$ cat config.mk
export PLATFORM = sky130hd
export DESIGN_NAME = riscv_multicycle_controller
export DESIGN_NICKNAME = d
export VERILOG_FILES = /design/src/rtl/riscv_multicycle_controller.sv
export SDC_FILE = /design/constraint.sdc
export NUM_CORES = 1
export LEC_CHECK = 0
export ABC_AREA = 1
export BUFFER_PORTS_ARGS = -buffer_cell sky130_fd_sc_hd__buf_2
export CAP_MARGIN = 20
export CORE_UTILIZATION = 30
export CTS_CLUSTER_DIAMETER = 30
export DETAILED_ROUTE_END_ITERATION = 6
export PLACE_DENSITY_LB_ADDON = 0.05
export REMOVE_ABC_BUFFERS = 1
export SLEW_MARGIN = 30
export SYNTH_ARGS = -nofsm -noshare
export SYNTH_HDL_FRONTEND = slang
export SYNTH_SLANG_ARGS = --single-unit
$ cat constraint.sdc
create_clock -name clk -period 4.1 [get_ports clk]
set_input_delay 0.41 -clock clk [delete_from_list [all_inputs] [get_ports clk]]
set_output_delay 0.41 -clock clk [all_outputs]
set_load 0.005 [all_outputs]
$ cat src/rtl/riscv_multicycle_controller.sv
// Main control FSM for the multicycle RV32I-subset core, with the ALU and
// immediate-format decoders that steer the shared ALU and memory port.
module riscv_multicycle_controller #(
    parameter int STATE_W = 4
) (
    input  logic               clk,
    input  logic               reset,
    input  logic [6:0]         op,
    input  logic [2:0]         funct3,
    input  logic               funct7b5,
    input  logic               Zero,
    output logic               PCWrite,
    output logic               AdrSrc,
    output logic               MemWrite,
    output logic               IRWrite,
    output logic [1:0]         ResultSrc,
    output logic [1:0]         ALUSrcA,
    output logic [1:0]         ALUSrcB,
    output logic [1:0]         ImmSrc,
    output logic               RegWrite,
    output logic [2:0]         ALUControl,
    output logic [STATE_W-1:0] state
);

    localparam logic [STATE_W-1:0] S_FETCH    = STATE_W'(0);
    localparam logic [STATE_W-1:0] S_DECODE   = STATE_W'(1);
    localparam logic [STATE_W-1:0] S_MEMADR   = STATE_W'(2);
    localparam logic [STATE_W-1:0] S_MEMREAD  = STATE_W'(3);
    localparam logic [STATE_W-1:0] S_MEMWB    = STATE_W'(4);
    localparam logic [STATE_W-1:0] S_MEMWRITE = STATE_W'(5);
    localparam logic [STATE_W-1:0] S_EXECUTER = STATE_W'(6);
    localparam logic [STATE_W-1:0] S_ALUWB    = STATE_W'(7);
    localparam logic [STATE_W-1:0] S_EXECUTEI = STATE_W'(8);
    localparam logic [STATE_W-1:0] S_JAL      = STATE_W'(9);
    localparam logic [STATE_W-1:0] S_BEQ      = STATE_W'(10);

    localparam logic [6:0] OP_LW    = 7'b0000011;
    localparam logic [6:0] OP_SW    = 7'b0100011;
    localparam logic [6:0] OP_RTYPE = 7'b0110011;
    localparam logic [6:0] OP_ITYPE = 7'b0010011;
    localparam logic [6:0] OP_JAL   = 7'b1101111;
    localparam logic [6:0] OP_BEQ   = 7'b1100011;

    logic [STATE_W-1:0] state_reg;
    logic [STATE_W-1:0] state_next;
    logic [1:0]         alu_op;
    logic               pc_update;
    logic               branch;
    logic               ir_write_raw;
    logic               reg_write_raw;
    logic               mem_write_raw;

    always_ff @(posedge clk or posedge reset) begin
        if (reset) begin
            state_reg <= S_FETCH;
        end else begin
            state_reg <= state_next;
        end
    end

    always_comb begin
        state_next = S_FETCH;
        case (state_reg)
            S_FETCH:  state_next = S_DECODE;
            S_DECODE: begin
                case (op)
                    OP_LW, OP_SW: state_next = S_MEMADR;
                    OP_RTYPE:     state_next = S_EXECUTER;
                    OP_ITYPE:     state_next = S_EXECUTEI;
                    OP_JAL:       state_next = S_JAL;
                    OP_BEQ:       state_next = S_BEQ;
                    default:      state_next = S_FETCH;
                endcase
            end
            S_MEMADR:   state_next = (op == OP_LW) ? S_MEMREAD : S_MEMWRITE;
            S_MEMREAD:  state_next = S_MEMWB;
            S_MEMWB:    state_next = S_FETCH;
            S_MEMWRITE: state_next = S_FETCH;
            S_EXECUTER: state_next = S_ALUWB;
            S_EXECUTEI: state_next = S_ALUWB;
            S_ALUWB:    state_next = S_FETCH;
            S_JAL:      state_next = S_ALUWB;
            S_BEQ:      state_next = S_FETCH;
            default:    state_next = S_FETCH;
        endcase
    end

    // Moore outputs; unused codes fall through to the all-zero defaults
    always_comb begin
        AdrSrc        = 1'b0;
        ResultSrc     = 2'b00;
        ALUSrcA       = 2'b00;
        ALUSrcB       = 2'b00;
        alu_op        = 2'b00;
        pc_update     = 1'b0;
        branch        = 1'b0;
        ir_write_raw  = 1'b0;
        reg_write_raw = 1'b0;
        mem_write_raw = 1'b0;
        case (state_reg)
            S_FETCH: begin
                ir_write_raw = 1'b1;
                ALUSrcB      = 2'b10;
                ResultSrc    = 2'b10;
                pc_update    = 1'b1;
            end
            S_DECODE: begin
                ALUSrcA = 2'b01;
                ALUSrcB = 2'b01;
            end
            S_MEMADR: begin
                ALUSrcA = 2'b10;
                ALUSrcB = 2'b01;
            end
            S_MEMREAD: begin
                AdrSrc = 1'b1;
            end
            S_MEMWB: begin
                ResultSrc     = 2'b01;
                reg_write_raw = 1'b1;
            end
            S_MEMWRITE: begin
                AdrSrc        = 1'b1;
                mem_write_raw = 1'b1;
            end
            S_EXECUTER: begin
                ALUSrcA = 2'b10;
                alu_op  = 2'b10;
            end
            S_EXECUTEI: begin
                ALUSrcA = 2'b10;
                ALUSrcB = 2'b01;
                alu_op  = 2'b10;
            end
            S_ALUWB: begin
                reg_write_raw = 1'b1;
            end
            S_JAL: begin
                ALUSrcA   = 2'b01;
                ALUSrcB   = 2'b10;
                pc_update = 1'b1;
            end
            S_BEQ: begin
                ALUSrcA = 2'b10;
                alu_op  = 2'b01;
                branch  = 1'b1;
            end
            default: ;
        endcase
    end

    // Strobes are gated by reset so nothing is written while it is held
    assign PCWrite  = ~reset & (pc_update | (branch & Zero));
    assign IRWrite  = ~reset & ir_write_raw;
    assign RegWrite = ~reset & reg_write_raw;
    assign MemWrite = ~reset & mem_write_raw;
    assign state    = state_reg;

    always_comb begin
        ALUControl = 3'b000;
        case (alu_op)
            2'b01: ALUControl = 3'b001;
            2'b10: begin
                case (funct3)
                    3'b000:  ALUControl = (op[5] & funct7b5) ? 3'b001 : 3'b000;
                    3'b010:  ALUControl = 3'b101;
                    3'b110:  ALUControl = 3'b011;
                    3'b111:  ALUControl = 3'b010;
                    default: ALUControl = 3'b000;
                endcase
            end
            default: ALUControl = 3'b000;
        endcase
    end

    always_comb begin
        ImmSrc = 2'b00;
        case (op)
            OP_SW:   ImmSrc = 2'b01;
            OP_BEQ:  ImmSrc = 2'b10;
            OP_JAL:  ImmSrc = 2'b11;
            default: ImmSrc = 2'b00;
        endcase
    end

endmodule

### Word-level counts from Yosys, hierarchy flattened

Index checks and enable logic that the tools add are counted.
Widths: inputs -> output; s select.

| storage, ports and cells | value |
|---|---|
| flip-flop bits (word level) | 4 |
| latch bits | 0 |
| memory bits (writable) | 0 |
| bits in read-only memories | 0 |
| input port bits | 14 |
| output and inout bits | 20 |
| logic and storage cells | 58 |
| memories | 0 |

| operators by class | value |
|---|---|
| add/sub/neg operators | 0 |
| multiply operators | 0 |
| divide/modulo/power cells | 0 |
| magnitude comparators | 0 |
| eq/ne operators | 21 |
| shift operators | 0 |
| multiplexer cells | 17 |
| bitwise gates (word level) | 8 |
| reductions and logical operators | 11 |

Operator list:

| kind | count |
|---|---|
| $pmux 4 s5 | 2 |
| $eq 4x3->1 const B | 4 |
| $pmux 2 s2 | 4 |
| $eq 7x6->1 const B | 2 |
| $eq 7x7->1 const B | 2 |
| $eq 4x4->1 const B | 3 |
| $pmux 3 s4 | 1 |
| $reduce_or 2->1 | 6 |
| $eq 4x2->1 const B | 2 |
| $eq 7x2->1 const B | 1 |
| $eq 7x5->1 const B | 1 |
| $mux 1 | 7 |
| $and 1x1->1 | 6 |
| $eq 3x3->1 const B | 2 |
| $pmux 2 s3 | 1 |
| $pmux 3 s2 | 1 |
| $reduce_or 3->1 | 2 |
| $eq 4x1->1 const B | 1 |
| $logic_not 4->1 | 1 |
| $reduce_or 4->1 | 1 |
| $eq 3x2->1 const B | 1 |
| $logic_not 3->1 | 1 |
| $mux 3 | 1 |
| $eq 2x1->1 const B | 1 |
| 3 further kinds | 3 |

### Longest topological paths before layout

| depth | value |
|---|---|
| depth after elaboration | 5 |
| gate-level depth with buffers | 9 |

### Least setup slack after synthesis

OpenSTA, ideal clock, no wires.

| path | value |
|---|---|
| kind | register -> output |
| start point | reg state_reg[3], in the netlist state[3] |
| end point | out ALUControl[2] |
| arrival time | 1.387 ns |
| setup slack | 2.303 ns |
| cell stages (with the launch flop) | 8 |
| path buffers | 0 |
| cell sequence | dfrtp_1 > inv_1 > nor2_2 > nand2_1 > nand2_1 > inv_2 > ha_1 > nor4_1 |

| on the way | value |
|---|---|
| longest elaborated chain between the ends | 5 |

Ends and longest elaborated chain:

| item | line | source |
|---|---|---|
| from (decl) | 44 | `logic [STATE_W-1:0] state_reg;` |
| from (signal assigned) | 57 | `state_reg <= state_next;` |
| $eq 4x4->1 / $eq 4x3->1 (equally long branches) | 100 | `case (state_reg)` |
| $reduce_or 2->1 (no line) | - |  |
| $pmux 2 s2 (*) | 100 |  |
| $eq 2x2->1 / $eq 2x1->1 (equally long branches) | 161 | `case (alu_op)` |
| $pmux 3 s2 (*) | 161 |  |
| to (decl) | 21 | `output logic [2:0] ALUControl,` |

Mark *: on every way between the ends. The rest lies on a longest branch, timed or not.

### Worst setup path in the final report

| path | value |
|---|---|
| start point | reg state_reg[0], in the netlist state[0] |
| end point | out ALUControl[0] |

Same word-level chain as after synthesis.

==> out/metrics.cfg <==
[run_status]
status=completed

[logic_synthesis]
synth.top_cells.by_count=nand2_1 (31), nor2_1 (20), inv_1 (15)
synth-seq-cells=4
ys_warn_count=0
synthDistinctLibCells=18
syn-instance-count=101
ys.flop_type=dfrtp_1
yosysSeqAreaShare_pct=18.6
yosysTopAreaCell=nand2_1
synth.top_cell.area_share_pct=21.6
synth_area_um2=539
synth_edf_count=0
async_flop_share_pct=100
syn_area_per_cell_um2=5.34
ys_top_cells_by_area=nand2_1 (22%), dfrtp_1 (19%), nor2_1 (14%), inv_1 (10%), nand3_1 (5.6%)
synth_most_common_cell=nand2_1

[route]
drt_iter0_drc=9
ant_nets=0
drc_errors=0
drtPass1Iterations=4
vias_per_cell=4.44
wl_um=1450
wl_per_cell_um=9.01
vias=715

[cells_and_area]
multi_input_area_um2=372
layout.nets=155
n_fill_cell=189
fin_cells=161
antenna_cells=0
design_area_um2=757
largest_register_ffs=4
syn_to_final_growth_pct=40.4
ff_latch_area_um2=100
drive_above_1_share_pct=31.4
fin_util_pct=47.5

[grt]
antenna_found_initial=0
grtUsageTotal_pct=17.1
grt_first_pass_wirelength_um=2470
grt-ovfl-total=0
grt_pass1_vias=629
grt_max_degree=8

[timing]
min_period_ns=2.25
rsz0062_at_grt=false
hold_viol=0
maxSlewHeadroom_pct=69.8
finClkSkew_ns=0.00182
worstMarginPinSlew_ns=0.451
setup_viol=0
fin_setup_tns_ns=0
holdWs_ns=0.0950
period_share_pct=54.9
maxSlewViolCount=0
maxClockFrequency_ghz=0.444

[floorplanning]
die_area_mm2=0.00197
num_io_pins=34
fp.coreArea_mm2=0.00159
initial_core_util_pct=33.8
die_y_um=44.4
fp.dieW_um=44.4
core.rowCount=14

[clock_network]
cts_tree=built
worstSkewPairLatency_ns=0.23
cts_max_level=1
numClockSinks=4
clk_path_buf_depth=2
cts_setup_buffers=0
numCtsBuffers=3
cts_root_buffer=clkbuf_4
clk_pin_slew_ns=0.04
cts.repair.resized=0
hold_buffers=0

[power_and_ir_drop]
power.density_mw_per_mm2=343
p_leak_nw=0.472
ir_drop_mv=0.189

[worst_setup_path]
end_kind=output pin
max_stage_delay_ns=0.44
critPathMostFrequentCell=nor2_1
crit_path_top_delay_cell=dfrtp_1
worst_path_dominant_cell_family=simple AND/OR/NAND/NOR gates
critPathLaunchType=flip-flop
path_class=reg2out
cp.required_ns=3.69
crit_chain=inv_1 > nand2_1 > nor2_1 > inv_1 > ha_1 > nand2_1 > nor2_1 > nor2_1 > a21oi_1 > buf_2
crit_arrival_ns=1.84
path_max_fanout=6
critPathBufInv=3

[placement]
place_area_um2=734
dp.final_hpwl_um=1210
io_buffers=33
dp_cells=158
gp_congestion=0.823

[flow_run]
cap_violations=0

[hold_path]
hp-class=in2async

-- path summary, 6_finish.rpt --
path	start	end	slack (ns)	cells past startpoint
setup / recovery	state[0]$_DFF_PP0_	ALUControl[0]	1.85	10
hold / removal	reset	state[3]$_DFF_PP0_	0.1	2
setup reg to reg	state[1]$_DFF_PP0_	state[1]$_DFF_PP0_	2.92	6
hold reg to reg	state[0]$_DFF_PP0_	state[3]$_DFF_PP0_	0.76	4
max in group asynchronous	reset	state[1]$_DFF_PP0_	3.85	2
min in group clk	op[6]	state[1]$_DFF_PP0_	0.57	4
-- cell usage in the layout, fill, tap and decap left out, types with 3 or more instances in the layout --
master,synthesis,layout
nand2_1,31,31
nor3_1,3,3
nor2_1,20,20
buf_2,0,33
inv_1,15,15
nand3_1,6,6
inv_2,3,3
a21oi_1,4,4
dfrtp_1,4,4
o21ai_0,3,3
clkbuf_4,0,3
-- power breakdown --
| part | leakage, nW | switching, mW | total, mW | internal [mW] |
|---|---|---|---|---|
| clock | 0.0138 | 0.0156 | 0.0483 | 0.0327 |
| sequential | 0.0536 | 0.0134 | 0.0602 | 0.0468 |
| combinational | 0.404 | 0.0884 | 0.151 | 0.0626 |
| total | 0.472 | 0.117 | 0.260 | 0.142 |
-- per-stage QoR --
stage | total power, mW | worst slack (ns)
2_1_floorplan | 0.149 | 2.30
3_3_place_gp | 0.212 | 2.09
3_5_place_dp | 0.212 | 2.09
4_1_cts | 0.262 | 1.84
5_1_grt | 0.287 | 1.66
6_report | 0.260 | 1.85
-- layout make-up --
class / instances / area share (%)
Multi-Input combinational cell: 79 / 49.1
Inverter: 18 / 8.93
Clock buffer: 3 / 2.98
Sequential cell: 4 / 13.2
Tap cell: 24 / 3.97
Timing Repair Buffer: 33 / 21.8
-- worst register-to-register path, stage by stage, from the launching register on --
cell      delay (ns)
dfrtp_1         0.41
inv_2           0.09
nand2_4         0.10
inv_1           0.07
nand2_1         0.10
nand3_1         0.10
nand3b_1        0.18
-- logic make-up (layout without fill, tap and decap cells) --
logic type      after synthesis  in the layout  synth area share (%)
simple gates                 69             69                  56.4
fa+ha+maj                     2              2                  4.64
flops                         4              4                  18.6
compound gates                8              8                  7.89
buf+inv                      18             54                  12.5
-- per-layer routing --
layer	part of all wire [%]	GRT usage, %	vias up
met5	0	0	-
met1	45	18.8	313
met4	0.34	5.45	0
li1	-	-	387
met3	3.4	4.90	2
met2	51	31.2	13
No activity file was read; power rests on OpenSTA's default activity.
